`src/rtl/sync_lutram_fifo_mc.sv`:
```
// Multi-channel synchronous FIFO: NCHAN independent queues share one distributed RAM,
// each queue keeping its own pointers, occupancy, flags and sticky error bits.
module sync_lutram_fifo_mc #(
  parameter int DWIDTH = 32,
  parameter int DEPTH  = 16,
  parameter int NCHAN  = 4,
  parameter int AFULL  = 14,
  parameter int DOREG  = 1
) (
  input  logic                                 clk,
  input  logic                                 rst,
  input  logic [DWIDTH-1:0]                    din,
  input  logic                                 we,
  input  logic [$clog2(NCHAN)-1:0]             wch,
  input  logic                                 re,
  input  logic [$clog2(NCHAN)-1:0]             rch,
  output logic [DWIDTH-1:0]                    dout,
  output logic                                 rvalid,
  output logic [NCHAN-1:0]                     empty,
  output logic [NCHAN-1:0]                     full,
  output logic [NCHAN-1:0]                     afull,
  output logic [NCHAN*($clog2(DEPTH)+1)-1:0]   count,
  output logic [NCHAN-1:0]                     ovf,
  output logic [NCHAN-1:0]                     udf
);
  localparam int AW = $clog2(DEPTH);
  localparam int CW = $clog2(NCHAN);
  localparam int NW = AW + 1;

  logic [DWIDTH-1:0] ram_r [NCHAN*DEPTH];
  logic [AW-1:0]     head_r [NCHAN];
  logic [AW-1:0]     tail_r [NCHAN];
  logic [NW-1:0]     count_r [NCHAN];
  logic [NW-1:0]     count_nxt_s [NCHAN];
  logic [NCHAN-1:0]  empty_r, full_r, afull_r, ovf_r, udf_r;
  logic              acc_w_s, acc_r_s;
  logic [CW+AW-1:0]  wr_addr_s, rd_addr_s;
  logic [DWIDTH-1:0] rd_data_s;

  assign acc_w_s   = we & ~full_r[wch];
  assign acc_r_s   = re & ~empty_r[rch];
  assign wr_addr_s = {wch, tail_r[wch]};
  assign rd_addr_s = {rch, head_r[rch]};
  assign rd_data_s = ram_r[rd_addr_s];

  // Shared storage: never reset, written only by accepted enqueues outside reset.
  always_ff @(posedge clk) begin
    if (acc_w_s && !rst) begin
      ram_r[wr_addr_s] <= din;
    end
  end

  // Next occupancy per channel; an enqueue and dequeue on the same channel cancel out.
  always_comb begin
    for (int c = 0; c < NCHAN; c++) begin
      count_nxt_s[c] = count_r[c];
      case ({acc_w_s && (wch == CW'(c)), acc_r_s && (rch == CW'(c))})
        2'b10:   count_nxt_s[c] = count_r[c] + NW'(1);
        2'b01:   count_nxt_s[c] = count_r[c] - NW'(1);
        default: count_nxt_s[c] = count_r[c];
      endcase
    end
  end

  // Pointers, counters, registered flags and sticky error bits.
  always_ff @(posedge clk) begin
    if (rst) begin
      for (int c = 0; c < NCHAN; c++) begin
        head_r[c]  <= {AW{1'b0}};
        tail_r[c]  <= {AW{1'b0}};
        count_r[c] <= {NW{1'b0}};
      end
      empty_r <= {NCHAN{1'b1}};
      full_r  <= {NCHAN{1'b0}};
      afull_r <= {NCHAN{1'b0}};
      ovf_r   <= {NCHAN{1'b0}};
      udf_r   <= {NCHAN{1'b0}};
    end else begin
      for (int c = 0; c < NCHAN; c++) begin
        count_r[c] <= count_nxt_s[c];
        empty_r[c] <= (count_nxt_s[c] == NW'(0));
        full_r[c]  <= (count_nxt_s[c] == NW'(DEPTH));
        afull_r[c] <= (count_nxt_s[c] >= NW'(AFULL));
      end
      if (acc_w_s) tail_r[wch] <= tail_r[wch] + AW'(1);
      if (acc_r_s) head_r[rch] <= head_r[rch] + AW'(1);
      if (we && full_r[wch]) ovf_r[wch] <= 1'b1;
      if (re && empty_r[rch]) udf_r[rch] <= 1'b1;
    end
  end

  generate
    if (DOREG != 0) begin : g_doreg
      logic [DWIDTH-1:0] dout_r;
      logic              rvalid_r;
      // Output register tracks the pre-increment head of the selected channel every cycle.
      always_ff @(posedge clk) begin
        if (rst) begin
          dout_r   <= {DWIDTH{1'b0}};
          rvalid_r <= 1'b0;
        end else begin
          dout_r   <= rd_data_s;
          rvalid_r <= acc_r_s;
        end
      end
      assign dout   = dout_r;
      assign rvalid = rvalid_r;
    end else begin : g_fwft
      assign dout   = rd_data_s;
      assign rvalid = acc_r_s;
    end

    for (genvar g = 0; g < NCHAN; g++) begin : g_count
      assign count[g*NW +: NW] = count_r[g];
    end
  endgenerate

  assign empty = empty_r;
  assign full  = full_r;
  assign afull = afull_r;
  assign ovf   = ovf_r;
  assign udf   = udf_r;

  a_flags_exclusive: assert property (@(posedge clk) disable iff (rst)
    (empty_r & full_r) == {NCHAN{1'b0}});

endmodule

```
`config.mk`:
```
export PLATFORM = sky130hd
export DESIGN_NAME = sync_lutram_fifo_mc
export DESIGN_NICKNAME = d
export VERILOG_FILES = /design/src/rtl/sync_lutram_fifo_mc.sv
export SDC_FILE = /design/constraint.sdc
export NUM_CORES = 2
export LEC_CHECK = 0
export CAP_MARGIN = 10
export CORE_MARGIN = 5
export CORE_UTILIZATION = 40
export CTS_BUF_LIST = sky130_fd_sc_hd__clkbuf_4
export DETAILED_ROUTE_END_ITERATION = 10
export GPL_ROUTABILITY_DRIVEN = 0
export PLACE_DENSITY = 0.55
export SLEW_MARGIN = 20
export SYNTH_ARGS = -nofsm -noshare
export SYNTH_HDL_FRONTEND = slang
export SYNTH_SLANG_ARGS = --single-unit
```
`constraint.sdc`:
```
create_clock -name clk -period 4.7 [get_ports clk]
set_input_delay 0.705 -clock clk [delete_from_list [all_inputs] [get_ports clk]]
set_output_delay 0.705 -clock clk [all_outputs]
set_load 0.005 [all_outputs]
```
* Yosys cells after proc, flatten, opt, wreduce, memory -nomap -nowiden
Memories as Yosys holds them, arrays and structs flattened. A register that Yosys moved wholly into a read port is not among the register bits.
Index checks and enable logic that the tools add are counted.
** Word-level totals
- Flip-flop bits (word level) :: 21
- Memory bits (writable) :: 2100
- Input port bits :: 40
- Output and inout port bits :: 73
- Word-level logic and storage cells :: 111
- Memories kept :: 4
** Operators by class
- Add/subtract/negate cells :: 10
- $lt $le $gt $ge :: 8
- Equal/unequal tests :: 18
- Mux-type cells :: 33
- Bitwise logic cells :: 10
- Reductions and logical operators :: 22
** Memory list
- ram_r :: words 64, width 32, rd ports 1, clocked after memory_dff 1, wr ports 1, line 30 : logic [DWIDTH-1:0] ram_r [NCHAN*DEPTH];
- count_r :: words 4, width 5, rd ports 4, clocked after memory_dff 0, wr ports 4, line 33 : logic [NW-1:0] count_r [NCHAN];
- head_r :: words 4, width 4, rd ports 1, clocked after memory_dff 0, wr ports 4, line 31 : logic [AW-1:0] head_r [NCHAN];
- tail_r :: words 4, width 4, rd ports 1, clocked after memory_dff 0, wr ports 4, line 32 : logic [AW-1:0] tail_r [NCHAN];
** Operators with widths (number)
- 5-bit case mux with 2 select lines :: 4
- 5-bit by 1-bit adder with 5-bit output (second input constant) :: 4
- 5-bit equality test (second input constant) :: 4
- 5-bit by 4-bit greater-or-equal comparator with 1-bit output (second input constant) :: 4
- 5-bit zero test :: 4
- 5-bit 2-to-1 mux :: 4
- 5-bit by 1-bit subtractor with 5-bit output (second input constant) :: 4
- 1-bit 2-to-1 mux :: 17
- 2-bit equality test (second input constant) :: 8
- 1-bit logical AND :: 13
- 2-bit by 1-bit equality test with 1-bit output (second input constant) :: 6
- 4-bit by 1-bit adder with 4-bit output (second input constant) :: 2
- 4-bit 2-to-1 mux :: 2
- 4-bit bitwise OR :: 2
- 4-bit OR reduction :: 2
- 2-bit by 3-bit < comparator with 1-bit output (second input constant) :: 2
- 1-bit binary-select mux with 2-bit select :: 2
- 1-bit demux with 2-bit select :: 2
- 2-bit by 1-bit greater-or-equal comparator with 1-bit output (second input constant) :: 2
- 2-bit zero test :: 2
- 2-bit 2-to-1 mux :: 2
- 1-bit bitwise OR :: 4
- 1-bit bitwise AND :: 2
- 1-bit inverter :: 2
- 1-bit zero test :: 1

* Depth between registers and ports, before layout
- Word-level depth :: 9
- Depth in mapped cells :: 17
- Mapped depth without buffers :: 14

* Worst setup path before layout
No wires, ideal clock.
- Path kind :: input to register
- Start point :: input wch[0]
- End point :: memory ram_r[39][0], enable pin
- Setup time :: 0.421 ns
- Arrival time :: 3.861 ns
- Data required time :: 4.279 ns
- Path slack :: 0.417 ns
- Stages :: 8
- Path buffers :: 2
- Cell sequence :: clkbuf_1 mux4_2 nand3b_1 nor2_1 nand2_1 or2_2 clkbuf_1 nor2_1
** On the way
- Cells in the longest elaborated chain, start to end :: 7
- Elaborated cells on any way between the ends :: 8
- Those cells by class :: 4 x mux; 2 x bitwise; 1 x reduce/logical; 1 x memory
** RTL lines
- start, declared :: line 14 : input logic [$clog2(NCHAN)-1:0] wch,
- 1-bit binary-select mux with 2-bit select :: line 40 : assign acc_w_s = we & ~full_r[wch];
- 1-bit 2-to-1 mux (implied by the code) :: line 40
- 1-bit inverter :: line 40
- 1-bit bitwise AND :: line 40
- 1-bit logical AND :: line 48 : if (acc_w_s && !rst) begin
- 1-bit 2-to-1 mux :: line 48
- 1-bit 2-to-1 mux (implied by the code) :: line 49 : ram_r[wr_addr_s] <= din;
- end, declared :: line 30
Parallel ways exist; a longest one is shown, timed or not. The select of a mux whose other input is x is not followed.

* Worst setup path after layout
- Start point :: memory head_r[2][2] (netlist name)
- End point :: register g_doreg.dout_r[22], in the netlist dout[22] (read register of ram_r)
** On the way
- Cells in the longest elaborated chain, start to end :: 1
** RTL lines
- start, declared :: line 31
- memory 4 x 4 bit
- end, declared :: line 94 : logic [DWIDTH-1:0] dout_r;
No other way between the ends.
A chain may end at the register's enable or synchronous reset.

==> metrics.md <==
| Metric | Value |
|---|---|
| Switch share | 24.31% |
| Critical Path Source Type | register |
| Synthesized area per cell | 15.16 µm² |
| Largest net degree at the start of global routing | 137 |
| Leading area contributor after synthesis | edfxtp_1 |
| Cell Area, Synth | 84700 µm² |
| F_max | 278.4 MHz |
| Unrepaired setup endpoints after global routing | false |
| Crit share post-route | 76.44% |
| Clock latency on the worst-skew pair | 1.37 ns |
| Clock-pin transition on the worst setup and hold timing paths | 0.07 ns |
| CP required | 5.99 ns |
| Hpwl dp | 136.0 mm |
| Final wirelength | 242.3 mm |
| Clock Power Share | 39.2% |
| Post-route antenna net violation count | 0 |
| Post-place instance area | 90700 µm² |
| Total global routing overflow | 0 |
| Worst Hold Path EP | empty[1]$_SDFF_PP1_ |
| Most common library cells after synthesis | edfxtp_1 (2080), nand2_1 (1114), mux2i_1 (393), nand3_1 (393), clkbuf_1 (210) |
| Max stage delay on crit path | 0.79 ns |
| Most used cell, CP | buf_4 |
| Total GRT Usage | 21.37% |
| Die area | 221100 µm² |
| Die W | 470.2 µm |
| Critical path class | reg -> reg |
| GR peak layer | met2 |
| VDD IR max | 0.3148 mV |
| R2R cell count | 8 |
| Rows | 169 |
| Maxcap violations | 0 |
| Cell variety after synth | 46 |
| Num CTS Buffers | 571 |
| Minimum clock period | 3.592 ns |
| Top-count cell post-synth | edfxtp_1 |
| TritonCTS clock tree | yes |
| # resized after CTS | 0 |
| Initial antenna violation count | 27 |
| Total leakage power | 32.78 nW |
| Pre-antenna DRT Iters | 6 |
| Syn Nets | 5642 |
| Vias per cell | 5.455 |
| Pwr/cell area | 415.1 nW/µm² |
| Reg2Reg Launch Point | head_r[2][2]$_SDFFCE_PN0P_ |
| PortBufs | 112 |
| Seq/Total Area, Yosys | 75.47% |
| Via Count | 51170 |
| Ys async rst share | 0% |
| Post-CTS setup buffers | 0 |
| Chip height | 470.2 µm |
| Worst min path class | in -> reg |
| GR Util met3 | 5.772% |
| Final hold violations | 0 |
| First DRT Iteration DRCs | 4776 |
| Comb power frac | 8.4% |
| Starting Density | 40.06% |
| Hold_buf cts | 33 |
| Worst Setup End Kind | register |
| Share of layout cells above drive strength 1 | 19.97% |
| Vias in the first global route | 50940 |
| Internal | 0.03079 W |
| Switch Pwr | 0.009892 W |
| Final net count | 6221 |
| Core area | 211500 µm² |
| Terminus of the critical flop-to-flop path | dout[22]$_SDFF_PP0_ |
| WL/cell | 25.83 µm |
| FF-to-FF setup slack | 1.11 ns |
| Seq pwr share | 52.4% |
| Worst-Margin Slew | 1.192 ns |
| Post-synth top area share | 73.74% |
| First-pass GRT wire length | 349.5 mm |
| Synth Warn # | 0 |
| Fin. max-slew vios | 0 |
| Final cell utilization of the core | 46.35% |
| Root Buffer Master | clkbuf_4 |
| WP data arrival | 4.88 ns |
| CP Max Fanout | 72 |
| Layout area overhead | 15.71% |
| Drc violations | 0 |
| Met2 Track Usage GR | 34.65% |
| Clock Skew | 0.09725 ns |
| Slowest stage cell, crit path | a31oi_1 |
| Flops & latches, synth | 2153 |
| Top FF cell, synth | edfxtp_1 |
| Status | finished, final reports clean |
| Final setup fails | 0 |
| Maximum root-to-sink buffer count | 4 |
| Hold Path Depth | 4 |
| Met1 GRT Util | 27.92% |
| Top post-synthesis cells by area | edfxtp_1 (74%), nand2_1 (4.9%), mux2i_1 (4.6%), nand3_1 (2.3%), mux4_2 (1.9%) |
| Synthesized instance count | 5588 |
| Number of synthesized flops with an enable pin | 2080 |
| H-tree depth | 6 |
| Worst hold path startpoint | rst |
| Final Cell Area | 98010 µm² |
| Clock Sinks | 2153 |
| IO Count | 113 |
| Slew Limit Headroom | 20.52% |
| CP Cell Sequence | mux4_4 -> and2_4 -> buf_4 -> buf_4 -> nand3_1 -> o211ai_1 -> a31oi_1 -> and3_1 |
## worst max path at each step
stage                                           from                endpoint  depth (start not counted)  slack, ns
final                     head_r[2][2]$_SDFFCE_PN0P_     dout[22]$_SDFF_PP0_                          8       1.11
after global routing      head_r[2][1]$_SDFFCE_PN0P_     dout[22]$_SDFF_PP0_                         10       0.93
after CTS                 head_r[2][1]$_SDFFCE_PN0P_     dout[22]$_SDFF_PP0_                         10       1.03
after detailed placement                      rch[0]     dout[22]$_SDFF_PP0_                         10      -0.11
after global placement                        rch[0]     dout[22]$_SDFF_PP0_                         10      -0.07
after floorplan                               wch[0]  ram_r[39][0]$_DFFE_PP_                          8       0.42
## sequential cells by signal, indices dropped and copies added (netlist names), 16 cells and up
| signal | count |
|---|---|
| ram_r | 2048 |
| dout | 32 |
| count_r | 20 |
| head_r | 16 |
| tail_r | 16 |
## routing by layer
layer	up-vias	share of wire, %
li1	22870	-
met1	25800	41
met2	2068	48
met3	411	8.4
met4	16	2.9
met5	-	0.037
## power by group through the flow
stage / Combinational (W) / Clock (W) / Sequential [W]
floorplan: 0.00182 / 0 / 0.0216
global placement: 0.00339 / 0 / 0.0217
detailed placement: 0.00341 / 0 / 0.0217
CTS: 0.00344 / 0.0164 / 0.0213
global route: 0.00366 / 0.0175 / 0.0213
finish: 0.00341 / 0.0160 / 0.0213
## cells in the final DEF (no fill, tap or decap), types with 51 or more instances in the layout
master	synthesis	layout
mux4_2	72	70
clkinv_1	0	72
clkdlybuf4s50_1	0	80
and3_1	64	64
nor2b_1	108	104
clkbuf_4	0	845
dfxtp_1	73	73
nand2_1	1114	1114
a21oi_1	51	51
a31oi_1	195	194
nor2_1	147	80
o2111ai_1	96	96
mux2i_1	393	393
a32oi_1	67	67
buf_4	40	155
nand3_1	393	393
o211ai_1	99	99
buf_12	0	81
edfxtp_1	2080	2080
nor2_4	0	67
a211oi_1	99	99
## critical path: cells and delay by family, from the launching register on
| family | cells | cell delay, ns |
|---|---|---|
| DFF | 1 | 0.38 |
| and+or+nand+nor | 3 | 0.80 |
| buffers and inverters | 2 | 0.68 |
| muxes | 1 | 0.70 |
| AOI/OAI and AO/OA | 2 | 0.90 |
## cell type report
cell class | instances | area, µm²
well taps | 2821 | 3530
clock inverters | 107 | 595.6
multi-input cells | 3044 | 19410
inverters | 16 | 93.84
diodes | 12 | 30.03
repair buffers | 381 | 4076
fillers | 18820 | 113400
clock buffers | 845 | 6344
flip-flops and latches | 2153 | 63920
## metrics by stage
stage | power [W] | hold slack [ns] | instances | setup WS (ns) | TNS [ns]
CTS | 0.04117 | 0.02808 | 9367 | 1.035 | 0
global route | 0.04246 | 0.1061 | 9370 | 0.9267 | 0
detailed placement | 0.02512 | 0.4600 | 8382 | -0.1113 | -0.1113
global placement | 0.02510 | 0.4539 | 8382 | -0.07368 | -0.07368
finish | 0.04069 | 0.1948 | 9379 | 1.108 | 0
floorplan | 0.02344 | 0.4604 | 5588 | 0.4174 | 0
## logic make-up (layout without fill, tap and decap cells)
logic type / count (synthesis) / in the layout / share of synthesized area (%)
simple gates: 1902 / 1902 / 9.773
mux: 467 / 467 / 6.585
xor+xnor: 28 / 28 / 0.2895
fa+ha+maj: 14 / 14 / 0.2068
compound gates: 633 / 633 / 5.387
buf+inv: 391 / 1349 / 2.293
flops: 2153 / 2153 / 75.47
other cells: 0 / 12 / 0
No activity file was read; power rests on OpenSTA's default activity.
